## src/rtl/control_pipe_pkg.sv

```systemverilog
// control_pipe_pkg -- shared constants and types for the control_pipe slice.
//
// Holds the opcode and funct encodings, the shamt value that every legal
// R-type must carry, the alu_op encodings, and the bit positions of the
// fields inside the packed ctrl word.
//
// Packed ctrl word, LSB first:
//   [0]      mem_we
//   [2:1]    alu_op
//   [3]      mux_wb
//   [4]      mux_mul
//   [5]      mux_alu
//   [6]      rf_we
//   [7]      extend
//   [8]      mult
//   then rd, rt, rs (REG_AW bits each), then zero padding up to CTRL_W.
package control_pipe_pkg;

  localparam logic [5:0] OP_RTYPE = 6'd4;
  localparam logic [5:0] OP_LW    = 6'd5;
  localparam logic [5:0] OP_SW    = 6'd6;

  localparam logic [5:0] FN_ADD = 6'd32;
  localparam logic [5:0] FN_SUB = 6'd34;
  localparam logic [5:0] FN_AND = 6'd36;
  localparam logic [5:0] FN_OR  = 6'd37;
  localparam logic [5:0] FN_MUL = 6'd50;

  localparam logic [4:0] SHAMT_REQ = 5'd10;

  typedef enum logic [1:0] {
    ALU_ADD = 2'b00,
    ALU_SUB = 2'b01,
    ALU_AND = 2'b10,
    ALU_OR  = 2'b11
  } alu_op_e;

  localparam int OFF_MEM_WE  = 0;
  localparam int OFF_ALU_OP  = 1;
  localparam int OFF_MUX_WB  = 3;
  localparam int OFF_MUX_MUL = 4;
  localparam int OFF_MUX_ALU = 5;
  localparam int OFF_RF_WE   = 6;
  localparam int OFF_EXTEND  = 7;
  localparam int OFF_MULT    = 8;
  localparam int OFF_RD      = 9;
  localparam int FLAGS_W     = 9;

  // Register fields sit above rd; their offsets scale with the address width.
  function automatic int off_rt(input int reg_aw);
    return OFF_RD + reg_aw;
  endfunction

  function automatic int off_rs(input int reg_aw);
    return OFF_RD + 2 * reg_aw;
  endfunction

  // Member order mirrors the low FLAGS_W bits of the ctrl word exactly.
  typedef struct packed {
    logic    mult;
    logic    extend;
    logic    rf_we;
    logic    mux_alu;
    logic    mux_mul;
    logic    mux_wb;
    alu_op_e alu_op;
    logic    mem_we;
  } ctrl_flags_t;

endpackage

```

## src/rtl/control_decode.sv

```systemverilog
// control_decode -- purely combinational instruction decoder.
//
// Ports:
//   instr      in   32      instruction word
//   ctrl_word  out  CTRL_W  packed control word (layout in control_pipe_pkg)
//   illegal    out  1       opcode/funct/shamt combination is undefined
//   is_lw      out  1       instruction is a load
//   is_mul     out  1       instruction is a legal MUL
//   uses_rs    out  1       instruction reads rs
//   uses_rt    out  1       instruction reads rt
//   rs, rt     out  REG_AW  source register fields
//
// Illegal instructions keep rs/rt for visibility but clear rd and every
// enable/mux/op field, and report no register reads.
module control_decode
  import control_pipe_pkg::*;
#(
  parameter int CTRL_W = 32,
  parameter int REG_AW = 5
) (
  input  logic [31:0]       instr,
  output logic [CTRL_W-1:0] ctrl_word,
  output logic              illegal,
  output logic              is_lw,
  output logic              is_mul,
  output logic              uses_rs,
  output logic              uses_rt,
  output logic [REG_AW-1:0] rs,
  output logic [REG_AW-1:0] rt
);

  logic [5:0]        opcode;
  logic [4:0]        shamt;
  logic [5:0]        funct;
  logic [REG_AW-1:0] rd;
  ctrl_flags_t       flags;
  logic              r_legal;
  alu_op_e           r_alu_op;

  assign opcode = instr[31:26];
  assign shamt  = instr[10:6];
  assign funct  = instr[5:0];
  assign rs     = REG_AW'(instr[25:21]);
  assign rt     = REG_AW'(instr[20:16]);

  // funct table for R-type; shamt must also match for the instruction to be legal.
  always_comb begin
    r_legal  = (shamt == SHAMT_REQ);
    r_alu_op = ALU_ADD;
    case (funct)
      FN_ADD:  r_alu_op = ALU_ADD;
      FN_SUB:  r_alu_op = ALU_SUB;
      FN_AND:  r_alu_op = ALU_AND;
      FN_OR:   r_alu_op = ALU_OR;
      FN_MUL:  r_alu_op = ALU_OR;
      default: r_legal  = 1'b0;
    endcase
  end

  always_comb begin
    flags   = '0;
    rd      = '0;
    illegal = 1'b0;
    is_lw   = 1'b0;
    is_mul  = 1'b0;
    uses_rs = 1'b0;
    uses_rt = 1'b0;
    case (opcode)
      OP_LW: begin
        flags.extend = 1'b1;
        flags.rf_we  = 1'b1;
        flags.mux_wb = 1'b1;
        rd           = rt;
        is_lw        = 1'b1;
        uses_rs      = 1'b1;
      end
      OP_SW: begin
        flags.extend = 1'b1;
        flags.mux_wb = 1'b1;
        flags.mem_we = 1'b1;
        uses_rs      = 1'b1;
        uses_rt      = 1'b1;
      end
      OP_RTYPE: begin
        if (r_legal) begin
          flags.rf_we   = 1'b1;
          flags.mux_alu = 1'b1;
          flags.alu_op  = r_alu_op;
          rd            = REG_AW'(instr[15:11]);
          uses_rs       = 1'b1;
          uses_rt       = 1'b1;
          if (funct == FN_MUL) begin
            flags.mult    = 1'b1;
            flags.mux_mul = 1'b1;
            is_mul        = 1'b1;
          end
        end else begin
          illegal = 1'b1;
        end
      end
      default: illegal = 1'b1;
    endcase
  end

  assign ctrl_word = CTRL_W'({rs, rt, rd, flags});

endmodule

```

## src/rtl/control_pipe.sv

```systemverilog
// control_pipe -- one-stage decode pipeline with load-use and multiply stalls.
//
// Ports:
//   clk, rst     in   1       clock; synchronous active-high reset
//   instr_valid  in   1       instr carries an instruction
//   instr        in   32      instruction word
//   instr_ready  out  1       instruction accepted when high with instr_valid
//   ctrl_valid   out  1       ctrl holds a decoded instruction
//   ctrl_ready   in   1       downstream consumes ctrl this cycle
//   ctrl         out  CTRL_W  registered packed control word
//   illegal      out  1       instruction in ctrl was undefined
//
// Handshake: a transfer happens on a rising edge where valid and ready are
// both high. Once ctrl_valid is high it, ctrl and illegal hold until a
// cycle with ctrl_ready high; instr_valid/instr are expected to hold until
// instr_ready is seen.
module control_pipe
  import control_pipe_pkg::*;
#(
  parameter int CTRL_W  = 32,
  parameter int REG_AW  = 5,
  parameter int MUL_LAT = 3
) (
  input  logic              clk,
  input  logic              rst,
  input  logic              instr_valid,
  input  logic [31:0]       instr,
  output logic              instr_ready,
  output logic              ctrl_valid,
  input  logic              ctrl_ready,
  output logic [CTRL_W-1:0] ctrl,
  output logic              illegal
);

  localparam int CNT_W = (MUL_LAT > 1) ? $clog2(MUL_LAT) : 1;
  localparam logic [CNT_W-1:0] MUL_LOAD = CNT_W'(MUL_LAT - 1);

  logic [CTRL_W-1:0] dec_ctrl;
  logic              dec_illegal;
  logic              dec_is_lw;
  logic              dec_is_mul;
  logic              dec_uses_rs;
  logic              dec_uses_rt;
  logic [REG_AW-1:0] dec_rs;
  logic [REG_AW-1:0] dec_rt;

  logic [CTRL_W-1:0] ctrl_q;
  logic              illegal_q;
  logic              valid_q;
  logic              lw_q;
  logic [REG_AW-1:0] lw_rd_q;
  logic [CNT_W-1:0]  mul_cnt;

  logic out_free;
  logic hazard;
  logic accept;

  control_decode #(
    .CTRL_W(CTRL_W),
    .REG_AW(REG_AW)
  ) u_decode (
    .instr     (instr),
    .ctrl_word (dec_ctrl),
    .illegal   (dec_illegal),
    .is_lw     (dec_is_lw),
    .is_mul    (dec_is_mul),
    .uses_rs   (dec_uses_rs),
    .uses_rt   (dec_uses_rt),
    .rs        (dec_rs),
    .rt        (dec_rt)
  );

  // The output register can take a new entry when empty or being drained.
  assign out_free = !valid_q || ctrl_ready;

  // A load sitting in the output register whose destination is read by the
  // incoming instruction: its data is not available yet, so hold one cycle.
  assign hazard = valid_q && lw_q && (lw_rd_q != '0) && instr_valid &&
                  ((dec_uses_rs && (dec_rs == lw_rd_q)) ||
                   (dec_uses_rt && (dec_rt == lw_rd_q)));

  assign instr_ready = !rst && out_free && (mul_cnt == '0) && !hazard;
  assign accept      = instr_valid && instr_ready;

  // When the register is free but nothing is accepted (idle or stall) it
  // loads a bubble; that is what produces the single load-use gap.
  always_ff @(posedge clk) begin
    if (rst) begin
      ctrl_q    <= '0;
      illegal_q <= 1'b0;
      valid_q   <= 1'b0;
      lw_q      <= 1'b0;
      lw_rd_q   <= '0;
    end else if (out_free) begin
      valid_q   <= accept;
      ctrl_q    <= accept ? dec_ctrl : '0;
      illegal_q <= accept && dec_illegal;
      lw_q      <= accept && dec_is_lw;
      lw_rd_q   <= accept ? dec_rt : '0;
    end
  end

  // Multiplier occupancy counts down regardless of downstream backpressure.
  always_ff @(posedge clk) begin
    if (rst) begin
      mul_cnt <= '0;
    end else if (accept && dec_is_mul) begin
      mul_cnt <= MUL_LOAD;
    end else if (mul_cnt != '0) begin
      mul_cnt <= mul_cnt - 1'b1;
    end
  end

  assign ctrl_valid = valid_q;
  assign ctrl       = ctrl_q;
  assign illegal    = illegal_q;

endmodule

```

## config.mk

```make
export PLATFORM = sky130hd
export DESIGN_NAME = control_pipe
export DESIGN_NICKNAME = d
export VERILOG_FILES = /design/src/rtl/control_pipe_pkg.sv /design/src/rtl/control_decode.sv /design/src/rtl/control_pipe.sv
export SDC_FILE = /design/constraint.sdc
export NUM_CORES = 1
export LEC_CHECK = 0
export ABC_CLOCK_PERIOD_IN_PS = 2300
export BUFFER_PORTS_ARGS = -buffer_cell sky130_fd_sc_hd__buf_2
export CORE_ASPECT_RATIO = 0.6
export CORE_UTILIZATION = 40
export CTS_CLUSTER_SIZE = 24
export DETAILED_ROUTE_END_ITERATION = 8
export GPL_ROUTABILITY_DRIVEN = 1
export PLACE_DENSITY = 0.86
export SLEW_MARGIN = 5
export SYNTH_ARGS = -nofsm -noshare
export SYNTH_HDL_FRONTEND = slang
export SYNTH_SLANG_ARGS = --single-unit
```

## constraint.sdc

```tcl
create_clock -name clk -period 2.3 [get_ports clk]
set_input_delay 0.46 -clock clk [delete_from_list [all_inputs] [get_ports clk]]
set_output_delay 0.46 -clock clk [all_outputs]
set_load 0.005 [all_outputs]
```

# [Word-level counts from Yosys, hierarchy flattened]
# Index checks and enable logic that the tools add are counted.
[classes] addsub=1 eq_ne=11 n_mux=24 reduce_logical=26
[ops] operator="== test 6 bit, second input constant" count=5
[ops] operator="two-way mux 24 bit" count=1
[ops] operator="== test 6 x 3 -> 1 bit, second input constant" count=3
[ops] operator="logical AND 1 bit" count=13
[ops] operator="== test 5 bit" count=2
[ops] operator="two-way mux 2 bit" count=5
[ops] operator="two-way mux 5 bit" count=2
[ops] operator="one-hot mux 5 bit (2 select lines)" count=1
[ops] operator="two-way mux 1 bit" count=9
[ops] operator="one-hot mux 1 bit (2 select lines)" count=4
[ops] operator="one-hot mux 2 bit (3 select lines)" count=1
[ops] operator="OR reduction 2 bit" count=3
[ops] operator="== test 5 x 4 -> 1 bit, second input constant" count=1
[ops] operator="nonzero test 5 bit" count=1
[ops] operator="OR reduction 5 bit" count=1
[ops] operator="nonzero test 2 bit" count=2
[ops] operator="zero test 1 bit" count=3
[ops] operator="two-way mux 3 bit" count=1
[ops] operator="zero test 2 bit" count=1
[ops] operator="logical OR 1 bit" count=2
[ops] operator="subtractor 2 x 1 -> 2 bit, second input constant" count=1
[word_totals] regBits=42 input_bits=36 output_inout_bits=35 word_cells=69

# [Logic depth before layout (Yosys ltp)]
[logic_depth] depth_word=13 mapped_depth=8

# [Modules after synthesis]
# Synthesis repeated with hierarchy kept, for this count alone.
[hier_totals] cells_unflattened=285 area_unflattened_um2=2552.4
[by_module_without_submodules] module="control_pipe" instances=1 cells_each=214 area_each_um2=1993.2
[by_module_without_submodules] module="control_decode" instances=1 cells_each=71 area_each_um2=559.3

# [Least setup slack after synthesis]
# OpenSTA, ideal clock, no wires.
[synth_timing] kind="in2out" startpoint="in instr[29]" endpoint="out instr_ready" t_arrival_ps=1835 required_time_ps=1840 slack_ps=5 path_stages=6 n_path_buf=2 cell_sequence="or4b_1 > buf_2 > o41ai_2 > o2bb2ai_2 > inv_2 > buf_6"
[synth_via] elab_chain_cells=8
[synth_rtl] item="start, declared" line_no="control_pipe.sv:27" source="input logic [31:0] instr,"
[synth_rtl] item="== test 6 x 3 -> 1 bit" line_no="control_decode.sv:68" source="case (opcode)"
[synth_rtl] item="OR reduction 2 bit (no line)"
[synth_rtl] item="one-hot mux 1 bit (2 select lines)" line_no="control_decode.sv:68"
[synth_rtl] item="logical AND 1 bit" line_no="control_pipe.sv:79" source="((dec_uses_rs && (dec_rs == lw_rd_q)) ||"
[synth_rtl] item="logical OR 1 bit (*)" line_no="control_pipe.sv:79"
[synth_rtl] item="logical AND 1 bit (*)" line_no="control_pipe.sv:78" source="assign hazard = valid_q && lw_q && (lw_rd_q != '0) && instr_valid &&"
[synth_rtl] item="zero test 1 bit (*)" line_no="control_pipe.sv:82" source="assign instr_ready = !rst && out_free && (mul_cnt == '0) && !hazard;"
[synth_rtl] item="logical AND 1 bit (*)" line_no="control_pipe.sv:82"
[synth_rtl] item="end, declared" line_no="control_pipe.sv:28" source="output logic instr_ready,"
# Mark *: on every way between the ends. The rest lies on a longest branch, timed or not.

# [Worst setup path in the final report]
# Same ends and word-level chain as after synthesis.

==> flow_metrics.py <==
metrics = {
    "status": {
        "status": "finished with violations",
        "failed_checks": "setup timing",
    },
    "flow_run": {
        "maxCapViolCount": 0,
    },
    "setup_path": {
        "cp.depth": 6,
        "critPathMaxFanout": 3,
        "critical_path.slowest_cell": "or4b_4",
        "critical_path.cell_chain": "buf_2 -> or4b_4 -> o41ai_4 -> o2bb2ai_4 -> inv_2 -> buf_6",
        "startpoint_type": "input port",
        "rrSetupSlack_ps": 150,
        "critPathRequiredTime_ps": 1840,
        "path_buf_inv": 3,
        "rr_startpoint": "lw_rd_q[1]",
        "worstRegToRegCells": 9,
        "criticalPathCategory": "input port to primary output",
        "r2r-end": "lw_rd_q[3]",
        "path_delay_family": "compound AO/OA/AOI/OAI gates",
        "critPathMaxStageDelay_ps": 560,
        "crit_arrival_ps": 1890,
        "endpoint_kind": "primary output",
    },
    "yosys": {
        "synth_cell_types": 39,
        "synth_flop_cell": "dfxtp_1",
        "synth_edf_count": 0,
        "synth_warnings": 0,
        "avgSynthCellArea_um2": 9.513,
        "netlist_instances": 141,
        "ys_ff_latch": 27,
        "ys_seq_area_frac": 0.4030,
        "syn_area_um2": 1341,
        "synth_top_area_frac": 0.4030,
        "synth_common_cells": "27 x dfxtp_1, 16 x nand2_1, 13 x a32o_1",
        "synth.area.top_cells": "dfxtp_1 40%, a32o_1 9.7%, buf_4 5.6%, xnor2_1 4.6%, nand2_1 4.5%",
        "synth_most_common_cell": "dfxtp_1",
        "synth_top_area_cell": "dfxtp_1",
        "synthArstFlopShare": 0,
    },
    "routing": {
        "ant_nets": 0,
        "routed_wirelength_um": 3942,
        "vias_per_cell": 5.434,
        "drt-pass1-iter-count": 4,
        "via_count": 1391,
        "wl_per_cell_um": 15.40,
        "post-route-drc-count": 0,
        "drtIter0Drc": 108,
    },
    "final_layout": {
        "diodes": 0,
        "areaGrowthSynthToFinish_pct": 43.10,
        "fillCellCount": 269,
        "finalNetCount": 251,
        "final_util": 0.6352,
        "drive_above_1_share": 0.4813,
        "postLayoutCellArea_um2": 1919,
    },
    "hold_path": {
        "worstHoldStart": "rst",
        "hold-path-endpoint": "mul_cnt[0]",
        "hp-class": "input port to flop",
        "whs_path_depth": 2,
    },
    "floorplanning": {
        "fp.dieW_um": 76.76,
        "placementRows": 15,
        "initial_core_util": 0.4439,
        "die-area_um2": 3596,
        "pin_count": 71,
        "die_y_um": 46.86,
        "coreArea_um2": 3022,
    },
    "global_route": {
        "antenna_found_initial": 0,
        "overflow": 0,
        "track_usage": 0.2184,
        "grt_pass1_wl_um": 5809,
        "grt_start_max_net_pins": 18,
        "grt_pass1_vias": 1189,
    },
    "pwr": {
        "p_per_area_nw_per_um2": 512.9,
        "finalPower_uw": 984.4,
        "ir_drop_uv": 214.9,
        "p_leak_uw": 0.0008814,
    },
    "clock_tree": {
        "cts_buffers": 3,
        "cts_root_buf": "clkbuf_8",
        "clk_latency_ps": 270,
        "cts.sinks": 27,
        "htree_levels": 1,
        "cts_tree": "built",
        "clk_pin_slew_ps": 80,
        "cts.path.max_buffers": 2,
        "holdBufCountCts": 0,
    },
    "sta": {
        "min_period_over_period": 1.020,
        "fmax_ghz": 0.4261,
        "finalHoldViolCount": 0,
        "setup_ws_ps": -46.83,
        "period_needed_ps": 2347,
        "maxSlewViolCount": 0,
        "final.setup_skew_ps": 5.498,
        "rsz0062_at_grt": "yes",
        "setup_viol": 1,
        "hold_slack_ps": 415.6,
    },
    "place": {
        "post_dp_cell_area_um2": 1702,
        "gp_congestion": 0.7680,
        "portBuffers": 62,
        "post-dp-hpwl_um": 2772,
        "preCtsSetupSlack_ps": -75.32,
    },
}
[layout make-up]
type	count	area, um2	share of cell area
Multi-Input combinational cell	100	794.5	0.4140
Sequential cell	27	556.8	0.2901
Timing Repair Buffer	81	462.9	0.2412
Tap cell	42	52.55	0.02738
Clock buffer	4	45.04	0.02347
Inverter	2	7.507	0.003911
[flip-flops by register name (all words and copies together) (netlist names)]
register / flops
lw_rd_q: 4
mul_cnt: 2
illegal: 1
lw_q: 1
ctrl_valid: 1
ctrl: 18
[cell families after synthesis]
kind of cell,synth area share
AOI/OAI and AO/OA,0.2593
xor gates and xnor gates,0.07183
buffers and inverters,0.09421
DFF,0.4030
muxes,0.007463
other,0.002796
and+or+nand+nor,0.1614
[timing repair]
action / CTS / global route
setup buffers: 3 / 4
gates resized for setup: 19 / 5
setup endpoints to repair: 1 / 1
pin swaps: 5 / 7
hold endpoints to repair: 0 / 0
[layout by cell type, fill, tap and decap left out, types with 2 or more instances in the layout]
master	n
nand2_1	16
buf_6	2
a22o_1	2
xor2_1	4
xnor2_2	3
nor3b_1	2
xnor2_1	4
conb_1	8
o31ai_1	7
nor2b_1	3
clkbuf_8	3
dfxtp_4	4
a32o_1	13
and3_1	2
o21ai_0	2
a21o_1	2
a22oi_1	6
dfxtp_1	22
buf_4	18
nor2_1	5
or4_4	2
buf_2	61
[per-layer routing]
metal	vias to the layer above	wire (um)	GRT usage
met3	6	305	0.05243
met1	648	1789	0.2832
met5	-	0	0
li1	657	-	-
met2	80	1789	0.3607
met4	0	58	0.09615
[metrics by stage]
stage          instances  TNS (ps)
3_5_place_dp         245    -328.0
3_3_place_gp         245    -48.40
5_1_grt              256    -83.84
6_report             256    -46.83
2_1_floorplan        148         0
4_1_cts              252    -4.039
[power by group]
group          internal [uW]  switching [uW]
clock                    124             143
combinational            114             105
sequential               482            16.3
[worst max path at each step]
stage,startpoint,end,slack [ps]
final,instr[29],instr_ready,-50
after global routing,instr[8],instr_ready,-80
after CTS,lw_rd_q[3],instr_ready,-4
after detailed placement,instr[29],instr_ready,-80
after global placement,instr[29],instr_ready,-50
after floorplan,instr[29],instr_ready,5
Power figures use the tool's default switching activity.
